--- src/rtl/mem_stage_sram_ctrl.sv ---
// MEM-stage to 16-bit asynchronous SRAM bridge.
// A 32-bit load or store is split into two half-word phases (low half at the
// even SRAM address, high half at the odd one), each held for WAIT_CYCLES.
// `ready` low freezes the pipeline until the access reaches DONE.
//
// state | meaning
// ------+-----------------------------------------------------------
// IDLE  | no access in flight; a request is accepted here
// LOW   | low half-word phase (even SRAM address, data[15:0])
// HIGH  | high half-word phase (odd SRAM address, data[31:16])
// DONE  | access complete for one cycle, ready high, then back to IDLE
module mem_stage_sram_ctrl #(
  parameter int          WAIT_CYCLES = 2,
  parameter logic [31:0] BASE_ADDR   = 32'd1024,
  parameter int          SRAM_AW     = 18
) (
  input  logic               clk,
  input  logic               rst,
  input  logic               rd_en,
  input  logic               wr_en,
  input  logic [31:0]        address,
  input  logic [31:0]        write_data,
  output logic [31:0]        read_data,
  output logic               ready,
  output logic [SRAM_AW-1:0] sram_addr,
  output logic [15:0]        sram_dq_out,
  input  logic [15:0]        sram_dq_in,
  output logic               sram_dq_oe,
  output logic               sram_we_n
);

  localparam int CW    = (WAIT_CYCLES > 1) ? $clog2(WAIT_CYCLES) : 1;
  localparam int IDX_W = SRAM_AW - 1;
  localparam logic [CW-1:0] CNT_LAST = CW'(WAIT_CYCLES - 1);

  typedef enum logic [1:0] {
    S_IDLE = 2'd0,
    S_LOW  = 2'd1,
    S_HIGH = 2'd2,
    S_DONE = 2'd3
  } state_t;

  state_t        state;
  state_t        state_nxt;
  logic [CW-1:0] cnt;
  logic [CW-1:0] cnt_nxt;

  logic          req;
  logic          phase_end;
  logic          accept;
  logic          low_end;
  logic          high_end;
  logic          op_wr;
  logic [15:0]   data_hi;
  logic [IDX_W-1:0] req_idx;

  assign req       = rd_en | wr_en;
  assign phase_end = (cnt == CNT_LAST);

  // Word index of the incoming request; wraps modulo 2^32, so addresses
  // below BASE_ADDR alias into the top of the SRAM rather than trapping.
  assign req_idx = IDX_W'((address - BASE_ADDR) >> 2);

  // State and phase counter registers.
  always_ff @(posedge clk or negedge rst) begin
    if (!rst) begin
      state <= S_IDLE;
      cnt   <= '0;
    end else begin
      state <= state_nxt;
      cnt   <= cnt_nxt;
    end
  end

  // Next-state logic, phase events and the combinational SRAM strobes.
  always_comb begin
    state_nxt  = state;
    cnt_nxt    = cnt;
    ready      = 1'b0;
    sram_we_n  = 1'b1;
    sram_dq_oe = 1'b0;
    accept     = 1'b0;
    low_end    = 1'b0;
    high_end   = 1'b0;

    case (state)
      S_IDLE: begin
        ready = !req;
        if (req) begin
          accept    = 1'b1;
          cnt_nxt   = '0;
          state_nxt = S_LOW;
        end
      end

      S_LOW: begin
        sram_we_n  = !op_wr;
        sram_dq_oe = op_wr;
        if (phase_end) begin
          low_end   = 1'b1;
          cnt_nxt   = '0;
          state_nxt = S_HIGH;
        end else begin
          cnt_nxt = cnt + CW'(1);
        end
      end

      S_HIGH: begin
        sram_we_n  = !op_wr;
        sram_dq_oe = op_wr;
        if (phase_end) begin
          high_end  = 1'b1;
          cnt_nxt   = '0;
          state_nxt = S_DONE;
        end else begin
          cnt_nxt = cnt + CW'(1);
        end
      end

      S_DONE: begin
        ready     = 1'b1;
        state_nxt = S_IDLE;
      end

      default: begin
        state_nxt = S_IDLE;
        cnt_nxt   = '0;
      end
    endcase
  end

  // Request latch, SRAM address/data registers and load-result capture.
  // sram_addr doubles as the latched address: the even half-word address is
  // loaded on accept and only its LSB flips when moving to the high phase.
  always_ff @(posedge clk or negedge rst) begin
    if (!rst) begin
      op_wr       <= 1'b0;
      data_hi     <= '0;
      sram_addr   <= '0;
      sram_dq_out <= '0;
      read_data   <= '0;
    end else begin
      if (accept) begin
        op_wr     <= wr_en;
        data_hi   <= write_data[31:16];
        sram_addr <= {req_idx, 1'b0};
        if (wr_en) begin
          sram_dq_out <= write_data[15:0];
        end
      end

      if (low_end) begin
        sram_addr[0] <= 1'b1;
        if (op_wr) begin
          sram_dq_out <= data_hi;
        end else begin
          read_data[15:0] <= sram_dq_in;
        end
      end

      if (high_end && !op_wr) begin
        read_data[31:16] <= sram_dq_in;
      end
    end
  end

endmodule

--- config.mk ---
export PLATFORM = sky130hd
export DESIGN_NAME = mem_stage_sram_ctrl
export DESIGN_NICKNAME = d
export VERILOG_FILES = /design/src/rtl/mem_stage_sram_ctrl.sv
export SDC_FILE = /design/constraint.sdc
export NUM_CORES = 1
export LEC_CHECK = 0
export BUFFER_PORTS_ARGS = -buffer_cell sky130_fd_sc_hd__buf_2
export CAP_MARGIN = 20
export CORE_UTILIZATION = 45
export DETAILED_ROUTE_END_ITERATION = 8
export GPL_TIMING_DRIVEN = 0
export PLACE_DENSITY_LB_ADDON = 0.15
export SYNTH_ARGS = -nofsm -noshare
export SYNTH_HDL_FRONTEND = slang
export SYNTH_SLANG_ARGS = --single-unit
--- constraint.sdc ---
create_clock -name clk -period 2.3 [get_ports clk]
set_clock_uncertainty 0.15 [all_clocks]
set_input_delay 0.345 -clock clk [delete_from_list [all_inputs] [get_ports clk]]
set_output_delay 0.345 -clock clk [all_outputs]
set_load 0.05 [all_outputs]
==> impl_metrics.py, run 1 <==
metrics = {
    "detailed_routing": {
        "viasPerCell": 4.84,
        "drt_iter0_drc": 66,
        "vias": 2804,
        "drtAntennaViolNets": 0,
        "drc": 0,
        "first_pass_iters": 4,
        "drt-total-wl_um": 7730,
        "wire_per_inst_um": 13.3,
    },
    "timing": {
        "hold_violations": 0,
        "min_period_over_period_pct": 95.9,
        "final_max_slew_viol_count": 0,
        "worst_slack_ns": 0.0938,
        "rsz0062_at_grt": "false",
        "relSlewSlack_pct": 59.6,
        "setup_viol": 0,
        "fin_crit_ns": 2.21,
        "tightest_slew_ns": 0.602,
        "max_freq_ghz": 0.453,
    },
    "grt": {
        "track_usage_pct": 19.0,
        "grt_pass1_vias": 2683,
        "overflow": 0,
        "antenna_found_initial": 0,
        "grt_max_degree": 61,
        "grt_pass1_wl_um": 12500,
    },
    "logic_synthesis": {
        "yosysSeqAreaShare_pct": 59.8,
        "syn_nets": 414,
        "synth_flop_cell": "dfrtp_1",
        "netlist_area_sq_mm": 0.00360,
        "postSynthAreaPerCell_sq_um": 11.1,
        "synthArstFlopShare_pct": 100,
        "postSynthCellCount": 323,
        "synth.top_cell.area_share_pct": 59.8,
        "yosys.area.top_type": "dfrtp_1",
        "yosys_warnings": 0,
        "synth_edf_count": 0,
        "synth.top_cells.by_area": "dfrtp_1 60%, mux2_2 10%, nand2_1 9.9%, mux2i_1 4.5%, o21ai_0 3.5%",
        "ys_seq_elements": 86,
        "synth_cell_types": 27,
    },
    "final_layout": {
        "design_area_sq_mm": 0.00468,
        "fillers": 682,
        "syn_to_final_growth_pct": 30.1,
        "diodes": 0,
        "final_nets": 563,
        "fin_cells": 579,
        "drive_gt1_share_pct": 40.9,
    },
    "clock_tree": {
        "clockBufferDepth": 2,
        "clkSinkCount": 86,
        "insertion_delay_ns": 0.34,
        "htree_num_levels": 3,
        "cts_buffers": 9,
        "clockRootBuffer": "clkbuf_8",
        "cts_tree": "built",
        "cts.clk_slew.worst_paths_ns": 0.09,
    },
    "critical_path": {
        "critPathCaptureType": "output pin",
        "crit_end": "ready",
        "path_depth": 6,
        "worst_path_most_repeated_cell": "nor2_1",
        "slowest_stage": "dfrtp_1",
        "worst-path-buf-inv": 2,
        "path_max_fanout": 5,
        "cp_top_family": "flip-flops",
        "cp_cell_sequence": "inv_2, ha_2, nor3b_4, nor2_1, nor2_1, buf_6",
        "reg2reg_setup_slack_ns": 0.28,
        "r2r_end": "read_data[31]",
        "cp-startpoint": "state[0]",
        "crit_required_ns": 1.80,
        "reg2regPathDepth": 5,
        "worst_r2r_startpoint": "state[1]",
        "crit_type": "flop to output pin",
        "cp.arrival_ns": 1.71,
        "cp-start-kind": "flop",
        "critPathMaxStageDelay_ns": 0.44,
    },
    "place": {
        "dp_slack_ns": 0.114,
        "place.gp.congestion": 0.767,
        "placed_area_sq_mm": 0.00443,
        "hpwlAfterDp_um": 5520,
        "port_buffers": 136,
        "placedCellCount": 562,
    },
    "die": {
        "die_width_um": 91.4,
        "die_h_um": 91.4,
        "ios": 153,
        "start_util_pct": 46.5,
        "fp.dieArea_sq_mm": 0.00835,
        "row_count": 32,
        "core-area_sq_mm": 0.00773,
    },
    "min_path": {
        "hold_path.class": "input pin to flop",
    },
    "outcome": {
        "status": "complete, no violations",
    },
    "run": {
        "drv_cap": 0,
    },
}
## tightest hold or removal path, stage by stage
cell and delay, ns:
buf_2 0.08, nand2_1 0.04, nand2_1 0.04
## worst min path at each step
stage	cells after the start	slack (ns)	startpoint	end
2_1_floorplan	0	-0.10	rst	cnt
3_3_place_gp	2	0.31	sram_addr[4]	sram_addr[4]
3_5_place_dp	1	0.14	rst	read_data[3]
4_1_cts	3	0.02	write_data[23]	data_hi[7]
5_1_grt	3	0.03	write_data[25]	data_hi[9]
6_report	3	0.03	write_data[25]	data_hi[9]
## cell families (layout without fill, tap and decap cells)
logic type | Yosys count | after routing | share of synthesized area (%)
simple gates | 118 | 118 | 13.9
xor+xnor | 2 | 2 | 0.487
flops | 86 | 86 | 59.8
compound gates | 38 | 38 | 5.95
mux | 49 | 49 | 14.8
buf+inv | 23 | 177 | 2.61
fa+ha+maj | 7 | 7 | 2.44
## flip-flops by register name (all words and copies together), names as in the netlist
register	cells
sram_addr	18
state	2
cnt	1
op_wr	1
data_hi	16
read_data	32
sram_dq_out	16
## what timing repair did
action | in CTS | in global routing
hold buffers | 1 | 0
endpoints found under the hold margin | 26 | 0
pin swaps | 0 | 0
endpoints found under the setup margin | 1 | 1
gates resized for setup | 4 | 2
buffers inserted | 0 | 1
## cell usage in the layout (no fill, tap or decap)
cell and instances:
nand2_1 95, and3_1 1, a22o_1 1, bufinv_16 1, mux2_2 33, clkinv_4 2
clkinv_2 2, or3b_1 2, dlygate4sd3_1 1, and2_1 1, buf_6 1, buf_4 3
ha_1 6, nor2_1 8, o21ai_0 25, a2111oi_0 1, buf_16 1, a21oi_1 1
buf_2 137, mux2i_1 16, o21ai_1 1, inv_2 1, or4_4 1, o31ai_1 3
ha_2 1, xnor2_1 2, o21a_1 1, inv_1 5, dfrtp_1 86, nand3b_1 3
nor3b_1 1, nor3b_4 1, clkbuf_8 11, or3_1 3, clkbuf_1 12, a31oi_1 5
or4_1 2
## metrics by stage
step	util [%]	setup TNS [ns]	hold WS [ns]
2_1_floorplan	-	0	-0.101
3_3_place_gp	57.0	-1.28	0.305
3_5_place_dp	57.4	0	0.142
4_1_cts	60.4	0	0.0218
5_1_grt	60.5	0	0.0291
6_report	60.5	0	0.0341
## layer usage
metal	wire [um]	GRT usage, %	up-vias	share of wire, %
met1	3660	26.1	1333	47
met3	477	4.10	4	6.2
met4	57	7.41	0	0.74
li1	-	-	1375	-
met5	0	0	-	0
met2	3530	29.6	92	46
## synth_stat cells (2+ instances only)
master    number
a31oi_1        5
buf_2          3
clkbuf_1      13
dfrtp_1       86
ha_1           7
inv_1          6
mux2_2        33
mux2i_1       16
nand2_1       95
nand3b_1       3
nor2_1         8
nor3b_1        2
o21ai_0       25
o31ai_1        3
or3_1          3
or3b_1         2
or4_1          2
xnor2_1        2
## layout make-up
type                       count  area (sq um)  share of cell area, %
clock inverter                 5          57.6                   1.23
sequential                    86          2150                   46.0
buffer                        16          67.6                   1.44
tap                          102           128                   2.73
clock buffer                  11           151                   3.24
timing repair buffer         139           734                   15.7
inverter                       6          22.5                  0.482
multi-input combinational    214          1360                   29.2
Power of run 1 is not shown: default switching activity piles up to over one toggle a cycle in this logic, so the estimate is an artifact.
==> run 2: changes to the inputs <==
- CORE_UTILIZATION: 45 -> 43
- RECOVER_POWER: unset -> 100
- clock period: 2.3 -> 2 ns (I/O delays scaled with it)
==> impl_metrics.py, run 2 (synthesis gave the netlist of run 1 again) <==
metrics = {
    "critical_path": {
        "slowest_stage": "dfrtp_1",
        "critPathMaxStageDelay_ns": 0.40,
        "crit_type": "flop to output pin",
        "path_max_fanout": 5,
        "cp.arrival_ns": 1.58,
        "crit_required_ns": 1.55,
        "reg2regPathDepth": 5,
        "cp-start-kind": "flop",
        "cp_cell_sequence": "inv_2, ha_4, nor3b_4, nor2_1, nor2_2, buf_6",
        "critPathCaptureType": "output pin",
    },
    "detailed_routing": {
        "drt-total-wl_um": 8550,
        "wire_per_inst_um": 13.9,
        "drt_iter0_drc": 107,
        "vias": 3022,
        "first_pass_iters": 4,
        "drtAntennaViolNets": 0,
        "drc": 0,
        "viasPerCell": 4.92,
    },
    "final_layout": {
        "top_register": "read_data",
        "largestRegisters": "read_data x32, sram_addr x18",
        "fin_cells": 614,
        "drive_gt1_share_pct": 29.5,
        "syn_to_final_growth_pct": 38.0,
        "final_cell_mix": "95 x nand2_1, 86 x dfrtp_1, 73 x clkbuf_1",
        "finish.utilization_pct": 62.9,
        "largest_reg_flops": 32,
        "final_nets": 598,
        "layout_commonest_cell": "nand2_1",
        "diodes": 0,
    },
    "clock_tree": {
        "insertion_delay_ns": 0.34,
        "clockRootBuffer": "clkbuf_8",
        "cts_buffers": 9,
        "clockBufferDepth": 2,
        "cts_tree": "built",
        "htree_num_levels": 3,
        "clkSinkCount": 86,
        "cts.clk_slew.worst_paths_ns": 0.09,
    },
    "timing": {
        "setup_viol": 1,
        "max_freq_ghz": 0.492,
        "tightest_slew_ns": 0.716,
        "hold_violations": 0,
        "fin_crit_ns": 2.03,
        "rsz0062_at_grt": "true",
        "final_max_slew_viol_count": 0,
        "min_period_over_period_pct": 102,
        "relSlewSlack_pct": 52.2,
        "worst_slack_ns": -0.0339,
    },
    "die": {
        "die_h_um": 93.4,
        "die_width_um": 93.4,
        "start_util_pct": 45.6,
        "ios": 153,
        "fp.dieArea_sq_mm": 0.00873,
        "row_count": 32,
        "core-area_sq_mm": 0.00789,
    },
    "power": {
        "p_per_area_mw_per_mm2": 1950,
        "leakagePower_nw": 2.39,
        "vdd_drop_max_v": 0.000921,
    },
    "place": {
        "hpwlAfterDp_um": 5830,
        "place.gp.congestion": 0.754,
        "dp_slack_ns": -0.182,
        "placedCellCount": 562,
        "port_buffers": 136,
    },
    "run": {
        "drv_cap": 0,
    },
    "min_path": {
        "hold_path.class": "input pin to flop",
        "min_path_cells": 3,
    },
    "grt": {
        "grt_pass1_vias": 2920,
        "grt_max_degree": 60,
        "antenna_found_initial": 0,
        "overflow": 0,
        "track_usage_pct": 19.9,
        "grt_pass1_wl_um": 13500,
    },
    "outcome": {
        "status": "finished with violations",
        "violations": "negative setup slack",
    },
}
## run 2: through the flow
stage | setup TNS [ns] | power (W) | hold slack, ns | instance area [sq um]
CTS | -0.0740 | 0.00976 | 0.00429 | 4950
floorplan | -0.00357 | 0.00702 | -0.146 | 3600
detailed placement | -5.23 | 0.00830 | 0.105 | 4440
global placement | -26.67 | 0.00817 | 0.304 | 4410
finish | -0.0339 | 0.00967 | 0.0242 | 4960
global route | -0.539 | 0.0102 | 0.00366 | 4960
## run 2: path summary, 6_finish.rpt
path | from | slack, ns | endpoint
max in group asynchronous | rst | 0.36 | sram_dq_out[13]
min | write_data[16] | 0.02 | data_hi[0]
max reg2reg | state[0] | 0.06 | read_data[6]
min in group asynchronous | rst | 0.38 | read_data[1]
max | state[0] | -0.03 | ready
min reg2reg | data_hi[10] | 0.33 | data_hi[10]
## run 2: layout make-up
class | instances | area (sq um)
inverter | 6 | 22.5
multi-input combinational | 214 | 1390
fill | 697 | 2930
clock buffer | 10 | 138
tap | 102 | 128
sequential | 86 | 2150
buffer | 16 | 83.8
clock inverter | 6 | 70.1
timing repair buffer | 174 | 976
## run 2: worst max-delay path: cells and delay by family (launching register included)
family	cells	cell delay, ns
and+or+nand+nor	3	0.37
adders and majority gates	1	0.17
buffers and inverters	2	0.29
DFF	1	0.40
## run 2: metal layers
metal	share of wire, %	vias up	track usage, %	wire [um]
li1	-	1446	-	-
met1	44	1470	25.3	3720
met2	49	93	32.9	4150
met3	6.3	13	4.96	542
met4	1.5	0	7.18	132
met5	0	-	0	0
## run 2: repair_timing
| item | 4_1_cts | 5_1_grt |
|---|---|---|
| gates cloned | 0 | 0 |
| pin swaps | 2 | 1 |
| endpoints found under the setup margin | 74 | 56 |
| hold endpoints to repair | 50 | 0 |
| gates resized for setup | 16 | 17 |
| buffers inserted | 2 | 11 |
| hold buffers | 24 | 0 |
## run 2: power breakdown
group	switching (W)	total, W	internal, W
Sequential	0.000464	0.00309	0.00262
Clock	0.000629	0.00125	0.000618
Combinational	0.00390	0.00534	0.00143
No activity file was read; power rests on OpenSTA's default activity.
==> run 3: changes to the inputs <==
- PLACE_DENSITY_LB_ADDON: 0.15 -> 0.25
==> impl_metrics.py, run 3 (synthesis gave the netlist of run 1 again) <==
metrics = {
    "critical_path": {
        "cp_top_family": "flip-flops",
        "critPathCaptureType": "output pin",
        "crit_required_ns": 1.55,
        "cp_cell_sequence": "inv_2, ha_4, nor3b_4, nor2_1, nor2_2, buf_6",
        "worst-path-buf-inv": 2,
        "path_max_fanout": 5,
        "path_depth": 6,
        "cp-start-kind": "flop",
        "reg2regPathDepth": 6,
        "slowest_stage": "dfrtp_1",
        "cp.arrival_ns": 1.59,
        "critPathMaxStageDelay_ns": 0.42,
        "crit_type": "flop to output pin",
    },
    "outcome": {
        "violations": "negative setup slack",
        "status": "finished with violations",
    },
    "detailed_routing": {
        "first_pass_iters": 4,
        "wire_per_inst_um": 14.2,
        "drt_iter0_drc": 65,
        "viasPerCell": 4.93,
        "drt-total-wl_um": 8620,
        "drc": 0,
        "drtAntennaViolNets": 0,
        "vias": 2996,
    },
    "final_layout": {
        "final_cell_mix": "95 x nand2_1, 86 x dfrtp_1, 70 x clkbuf_1",
        "drive_gt1_share_pct": 29.6,
        "syn_to_final_growth_pct": 36.4,
        "layout_commonest_cell": "nand2_1",
        "diodes": 0,
        "largest_reg_flops": 32,
        "final_nets": 592,
        "top_register": "read_data",
        "largestRegisters": "read_data x32, sram_addr x18",
    },
    "timing": {
        "relSlewSlack_pct": 39.2,
        "tightest_slew_ns": 0.913,
        "setup_viol": 1,
        "fin_crit_ns": 2.04,
        "max_freq_ghz": 0.490,
        "final_max_slew_viol_count": 0,
        "hold_violations": 0,
        "rsz0062_at_grt": "true",
        "fin_hold_ws_ns": 0.0138,
        "min_period_over_period_pct": 102,
        "worst_slack_ns": -0.0412,
    },
    "grt": {
        "grt_max_degree": 51,
        "grt_pass1_vias": 2894,
        "antenna_found_initial": 0,
        "grt_pass1_wl_um": 13600,
        "overflow": 0,
        "track_usage_pct": 20.2,
    },
    "power": {
        "p_int_w": 0.00468,
        "leakagePower_nw": 2.38,
        "p_per_area_mw_per_mm2": 1960,
        "power_frac_seq_pct": 32.2,
        "p_sw_w": 0.00496,
        "vdd_drop_max_v": 0.000873,
        "pwr-share-clk_pct": 12.8,
        "combinationalPowerShare_pct": 54.9,
        "swShare_pct": 51.4,
    },
    "die": {
        "start_util_pct": 45.6,
        "row_count": 32,
        "ios": 153,
        "fp.dieArea_sq_mm": 0.00873,
        "core-area_sq_mm": 0.00789,
        "die_width_um": 93.4,
        "die_h_um": 93.4,
    },
    "clock_tree": {
        "cts_tree": "built",
        "clockRootBuffer": "clkbuf_8",
        "cts.clk_slew.worst_paths_ns": 0.08,
        "cts_buffers": 9,
        "clkSinkCount": 86,
        "clockBufferDepth": 2,
        "htree_num_levels": 3,
        "insertion_delay_ns": 0.34,
    },
    "place": {
        "hpwlAfterDp_um": 5840,
        "port_buffers": 136,
        "place.gp.congestion": 0.762,
        "dp_slack_ns": -0.152,
    },
    "run": {
        "drv_cap": 0,
    },
    "min_path": {
        "min_path_cells": 3,
        "hold_path.class": "input pin to flop",
    },
}
==> run 3: cell types whose count changed in the layout (fill, tap and decap cells not counted) <==
cell	previous run	this run
buf_4	2	12
buf_12	1	0
dlygate4sd3_1	24	22
clkbuf_2	8	10
inv_6	1	0
clkinv_4	1	0
clkinv_2	0	1
clkbuf_1	73	70
clkinvlp_4	3	1
clkbuf_4	11	1
clkbuf_8	10	11
==> run 3: power groups by stage <==
stage               sequential (W)  combinational (W)  clock, W
floorplan                  0.00544            0.00158         0
global placement           0.00306            0.00511         0
detailed placement         0.00310            0.00520         0
CTS                        0.00307            0.00535   0.00126
global route               0.00321            0.00564   0.00134
finish                     0.00311            0.00529   0.00124
==> run 3: worst min-delay path, cell delays in order <==
cell and delay [ns]:
buf_2 0.09, nand2_1 0.04, nand2_1 0.05
==> run 3: cell type report <==
type / count / area (sq um)
fillers: 708 / 2980
flip-flops and latches: 86 / 2150
multi-input cells: 214 / 1390
repair buffers: 169 / 931
clock buffers: 13 / 159
well taps: 102 / 128
plain buffers: 15 / 80.1
clock inverters: 3 / 42.5
inverters: 6 / 22.5
==> run 3: repair_timing <==
item                                    CTS  global route
hold buffers                             21             1
setup buffers                             4             6
pin swaps                                 0             4
endpoints found under the hold margin    56             1
endpoints found under the setup margin   67            67
resized for setup                        11            25
==> run 3: worst paths after layout <==
kind | slack (ns) | start | end
worst max-delay path | -0.04 | state[0] | ready
worst min-delay path | 0.01 | address[8] | sram_addr[7]
worst max register to register | 0.10 | state[0] | sram_dq_out[10]
worst min register to register | 0.33 | data_hi[0] | sram_dq_out[0]
max in group asynchronous | 0.27 | rst | sram_dq_out[4]
min in group asynchronous | 0.48 | rst | read_data[2]
==> run 3: through the flow <==
step                std cells  setup TNS, ns  power [W]  utilization (%)  instance area, sq um
floorplan                 323       -0.00357    0.00702                -                  3600
detailed placement        562          -4.80    0.00830             56.3                  4440
global route              608         -0.330     0.0102             62.2                  4910
CTS                       602         -0.153    0.00968             62.2                  4910
finish                    608        -0.0412    0.00963             62.2                  4910
global placement          561         -24.75    0.00817             55.9                  4410
==> run 3: metal layers <==
layer / share of wire, % / up-vias / global-route usage (%)
met1: 44 / 1441 / 26.0
met5: 0 / - / 0
met4: 1.0 / 0 / 6.15
li1: - / 1430 / -
met3: 6.9 / 10 / 5.37
met2: 48 / 115 / 33.5
